`src/rtl/fetch_unit.sv`:
```
// fetch_unit: three-state instruction fetch FSM (IDLE/FETCH/ISSUE) with
// PC sequencing for jump, BrEq/BrNeq branches and fall-through.
module fetch_unit #(
    parameter logic [31:0] RESET_PC = 32'h0000_0000
) (
    input  logic        clk,
    input  logic        rst,
    output logic        imem_req,
    output logic [31:0] imem_addr,
    input  logic        imem_ready,
    input  logic [31:0] imem_rdata,
    output logic [31:0] instr,
    output logic [5:0]  op,
    output logic        instr_valid,
    input  logic        exec_done,
    input  logic        br_eq,
    input  logic        br_neq,
    input  logic        jump,
    input  logic        zero,
    output logic [31:0] pc,
    output logic [31:0] pc_plus4
);
    typedef enum logic [1:0] {IDLE, FETCH, ISSUE} state_t;
    state_t      state_q, state_d;
    logic [31:0] pc_q, pc_d, instr_q, instr_d, next_pc, br_off;
    logic        taken;
    always_comb begin
        taken   = (br_eq & zero) | (br_neq & ~zero);
        br_off  = {{14{instr_q[15]}}, instr_q[15:0], 2'b00};
        next_pc = jump  ? {pc_plus4[31:28], instr_q[25:0], 2'b00} :
                  taken ? pc_plus4 + br_off : pc_plus4;
        state_d = state_q;
        pc_d    = pc_q;
        instr_d = instr_q;
        case (state_q)
            IDLE:  state_d = FETCH;
            FETCH: if (imem_ready) begin
                state_d = ISSUE;
                instr_d = imem_rdata;
            end
            ISSUE: if (exec_done) begin
                state_d = FETCH;
                pc_d    = next_pc;
            end
            default: state_d = IDLE;
        endcase
    end
    // low PC bits forced to zero so word alignment holds even for an odd RESET_PC
    always_ff @(posedge clk or posedge rst) begin
        if (rst) begin
            state_q <= IDLE;
            pc_q    <= {RESET_PC[31:2], 2'b00};
            instr_q <= '0;
        end else begin
            state_q <= state_d;
            pc_q    <= pc_d;
            instr_q <= instr_d;
        end
    end
    assign imem_req    = state_q == FETCH;
    assign instr_valid = state_q == ISSUE;
    assign imem_addr   = pc_q;
    assign pc          = pc_q;
    assign pc_plus4    = pc_q + 32'd4;
    assign instr       = instr_q;
    assign op          = instr_q[31:26];
endmodule
```
`config.mk`:
```
export PLATFORM = sky130hd
export DESIGN_NAME = fetch_unit
export DESIGN_NICKNAME = d
export VERILOG_FILES = /design/src/rtl/fetch_unit.sv
export SDC_FILE = /design/constraint.sdc
export NUM_CORES = 1
export LEC_CHECK = 0
export ABC_CLOCK_PERIOD_IN_PS = 6250
export CAP_MARGIN = 20
export CORE_ASPECT_RATIO = 1.2
export CORE_MARGIN = 3
export CORE_UTILIZATION = 45
export DETAILED_ROUTE_END_ITERATION = 8
export DONT_BUFFER_PORTS = 1
export PLACE_DENSITY_LB_ADDON = 0.12
export SLEW_MARGIN = 40
export SYNTH_ARGS = -nofsm -noshare
export SYNTH_HDL_FRONTEND = slang
export SYNTH_SLANG_ARGS = --single-unit
```
`constraint.sdc`:
```
create_clock -name clk -period 6.25 [get_ports clk]
set_input_delay 0.625 -clock clk [delete_from_list [all_inputs] [get_ports clk]]
set_output_delay 0.625 -clock clk [all_outputs]
set_load 0.1 [all_outputs]
```
Yosys cells after proc, flatten, opt, wreduce, memory -nomap -nowiden
Index checks and enable logic that the tools add are counted.

word-level totals
  ROM bits = 0
  logic and storage cells = 22
  input port bits = 40
  output and inout bits = 136
  latch bits = 0
  bits in registers = 66
  memory bits (writable) = 0
  memories = 0

cells by class
  eq/ne operators = 4
  add/subtract/negate cells = 2
  $lt $le $gt $ge = 0
  bitwise operators = 4
  shift operators = 0
  multiplexer cells = 5
  reduce and logical (&&, ||, !) cells = 4
  multiply operators = 0
  divide/modulo/power cells = 0

operator list
  operator                                                                 count
  32-bit two-way mux                                                       2
  32-bit by 3-bit adder with 32-bit output, second input constant          1
  32-bit adder                                                             1
  2-bit one-hot mux with 3 select lines                                    1
  2-bit AND reduction                                                      3
  2-bit two-way mux                                                        2
  2-bit by 1-bit inequality test with 1-bit output, second input constant  2
  1-bit bitwise AND                                                        2
  2-bit by 1-bit equality test with 1-bit output, second input constant    1
  2-bit equality test, second input constant                               1
  2-bit logical NOT                                                        1
  1-bit inverter                                                           1
  1-bit OR                                                                 1

Longest topological paths before layout
  depth after elaboration = 5
  gate-level depth with buffers = 16
  mapped depth without buffers = 15

Worst setup path before layout
No wires, ideal clock.

  kind = register to register
  from = register pc_q[2], in the netlist imem_addr[2]
  to = register pc_q[31], in the netlist imem_addr[31]
  clock period less this slack = 6.131 ns
  setup slack = 0.119 ns
  required time = 6.176 ns
  arrival = 6.056 ns
  library setup time = 0.074 ns
  path buffers = 1
  stages on the path, launching flop included = 17
  cells stage by stage = dfrtp_1 > ha_1 > nand3_1 > or4_4 > nor3_4 > nand2_1 > xnor2_1 > ha_1 > clkbuf_1 > nand4_1 > nor4_1 > nor3b_1 > a22oi_1 > o211ai_1 > nor3b_1 > or4b_1 > nand3_1

on the way
  cells in the longest elaborated chain, start to end = 4

RTL lines
  element                                   line  RTL
  start, declared                           25    logic [31:0] pc_q, pc_d, instr_q, instr_d, next_pc, br_off;
  start signal, assigned                    52    pc_q <= {RESET_PC[31:2], 2'b00};
  start signal, assigned                    56    pc_q <= pc_d;
  32-bit by 3-bit adder with 32-bit output  64    assign pc_plus4 = pc_q + 32'd4;
  named net pc_plus4[24]                    21    output logic [31:0] pc_plus4
  32-bit adder                              31    taken ? pc_plus4 + br_off : pc_plus4;
  32-bit two-way mux                        31
  32-bit two-way mux                        30    next_pc = jump ? {pc_plus4[31:28], instr_q[25:0], 2'b00} :

The timed path passes the listed nets, and every way through them passes these cells.
A chain may end at the register's enable or synchronous reset.

Final worst setup path
  from = register pc_q[2], in the netlist imem_addr[2]
  to = register pc_q[24], in the netlist imem_addr[24]

Same word-level chain as after synthesis.

==> run metrics <==
Primary FF master, synth sky130_fd_sc_hd__dfrtp_1; number of standard cells after synthesis 636; FP Rows 43; RSZ-0062 raised after global routing no; synth top area cells sky130_fd_sc_hd__dfrtp_1, sky130_fd_sc_hd__ha_1, sky130_fd_sc_hd__mux2_2, sky130_fd_sc_hd__buf_4, sky130_fd_sc_hd__xnor2_1; All-Layer GR Usage 0.256; remaining number of nets flagged by the antenna check after routing 0; number of detailed-route iterations in the first pass 4; number of vias in the routed layout 4812; measured slew at the worst slew-check pin 869 ps; Multi-input gate area 0.00366 mm²; critical setup path kind register to register; capturing element type of the critical path register; maximum single-stage delay on the critical path 880 ps; maximum number of pins on one net before global-route repair 65; count of flip-flops with a built-in enable after synthesis 0; clock slew at the register clock pins of the worst setup and hold paths 60 ps; gr ovfl total 0; share of the synthesized area in the top cell type 0.291; sequential fraction of the synthesis area 0.291; most common cell in the synthesized netlist sky130_fd_sc_hd__dfrtp_1; die outline width 107 µm; final RePlAce weighted congestion 0.907; total number of yosys warnings 0; CTS Hold Buffers Added 0; class of the most critical hold timing path input pin to async pin; P&R area growth vs syn 16.6%; Max Slew Vio Count 0; achievable frequency 206 MHz; FF-to-FF path depth 12; final total negative setup slack 0 ps; post-route clock skew 4.33 ps; number of max-cap violations 0; Die Height 127 µm; element type at the critical path start register; DP HPWL 13200 µm; final number of hold-violating endpoints 0; peak fanout along the critical path 6; routed wire length 17400 µm; first-pass GRT wire length 27000 µm; initial drt markers 250; clock tree from TritonCTS built; root buf cell sky130_fd_sc_hd__clkbuf_16; clock buffer depth 2; synthesized area per cell 8.64 µm²; core area 0.0117 mm²; diodes inserted 0; number of clock buffers inserted by TritonCTS 9; worst endpoint data arrival time 5060 ps; number of antenna violations at the first check in global routing 0; later-pin clock latency in the skew report 330 ps; CP required 6460 ps; final-layout fill cell count 1115; fraction of synthesis flops using an asynchronous set or reset pin 1.00; share of the clock period used by the worst path 0.775; Port Buffer Count 0; time the worst path needs with I/O delays and setup 4850 ps; Synth area leader sky130_fd_sc_hd__dfrtp_1; synthesized cell area 0.00550 mm²; critical-path cell with the highest stage delay sky130_fd_sc_hd__clkinv_1; Wirelength per Cell 21.6 µm; Initial Utilization 0.469; post-cts resize count 0; number of synthesized register bits 64; final number of setup-violating endpoints 0; top cell types by occurrence after synthesis sky130_fd_sc_hd__dfrtp_1, sky130_fd_sc_hd__nand2_1, sky130_fd_sc_hd__nor2_1; clock sink total 64; floorplan die area 0.0136 mm²; status completed; worst rel slew slack 0.417; ports placed on the boundary 176; area used by sequential logic in the layout 0.00171 mm²; Unique masters post-synth 68; DRC 0; # Post-CTS Setup Buffers 0; drt via density 5.99; number of global-route vias before repair 4894; H-tree depth 3; sequence of cells on the critical path buf_4, clkinv_1, ha_1, fa_1, a211o_1, a211o_1, a21oi_1, nor2_1, a311oi_1, nor2_1, mux2i_1, o21bai_1; share of cells above drive strength 1 0.330; net count reported at finish 718
[worst max-delay path: cells and delay by family, from the launching register on]
family | cells | cell delay [ps]
DFF | 1 | 360
AOI/OAI and AO/OA | 5 | 1480
and+or+nand+nor | 2 | 220
muxes | 1 | 260
buffers and inverters | 2 | 1380
adders and majority gates | 2 | 1010
[worst paths after layout]
path	start	end	slack, ps
max in group asynchronous	rst	instr[15]	5460
min reg2reg	state_q[1]	state_q[0]	560
min	rst	instr[28]	320
min in group clk	imem_ready	state_q[0]	400
max	imem_addr[2]	imem_addr[24]	1400
max reg2reg	imem_addr[2]	imem_addr[24]	1400
[layer usage]
layer,GRT usage,vias to the layer above,wire length [µm]
met4,0.113,0,613
met1,0.290,2335,6580
li1,-,2264,-
met2,0.449,179,8960
met5,0,-,0
met3,0.0707,34,1210
[placed cells by master (no fill, tap or decap), types with 12 or more instances in the layout]
cell type,instances
sky130_fd_sc_hd__nand2_1,61
sky130_fd_sc_hd__ha_1,35
sky130_fd_sc_hd__dfrtp_4,12
sky130_fd_sc_hd__xnor2_2,21
sky130_fd_sc_hd__dfrtp_2,50
sky130_fd_sc_hd__mux2_2,33
sky130_fd_sc_hd__inv_1,14
sky130_fd_sc_hd__a211oi_1,13
sky130_fd_sc_hd__nand3_1,18
sky130_fd_sc_hd__buf_4,56
sky130_fd_sc_hd__o21ai_0,36
sky130_fd_sc_hd__nand4_1,12
sky130_fd_sc_hd__a21o_1,13
sky130_fd_sc_hd__a21oi_1,41
sky130_fd_sc_hd__nor2_1,49
sky130_fd_sc_hd__xnor2_1,13
[cell families (layout without fill, tap and decap cells)]
group,count (synthesis),in the layout,share of synthesized area
fa+ha+maj,37,37,0.0856
xor+xnor,49,49,0.0794
simple gates,195,195,0.181
other cells,1,6,0.000682
compound gates,167,167,0.198
flops,64,64,0.291
mux,38,38,0.0767
buf+inv,85,90,0.0876
[area by class of cell]
type | instances | area share
tap | 157 | 0.0306
clock buffer | 10 | 0.0373
multi-input combinational | 492 | 0.570
timing repair buffer | 57 | 0.0673
sequential | 64 | 0.267
clock inverter | 6 | 0.0180
inverter | 17 | 0.00995
[state kept, by name, summed over array words and instances (netlist names)]
name / flops
imem_addr: 30
instr: 32
state_q: 2
[per-stage QoR]
stage	cells	instance area [µm²]	utilization	hold WS [ps]	setup slack, ps
6_report	803	6410	0.547	322	1400
2_1_floorplan	641	5520	-	455	119
5_1_grt	803	6410	0.547	379	1080
4_1_cts	803	6410	0.546	391	1540
3_5_place_dp	787	6050	0.516	553	1560
3_3_place_gp	787	5980	0.510	487	1630
Power is left out: the tool's default activity adds up to more than one toggle a clock period on the data nets, which glitch-free logic cannot reach.
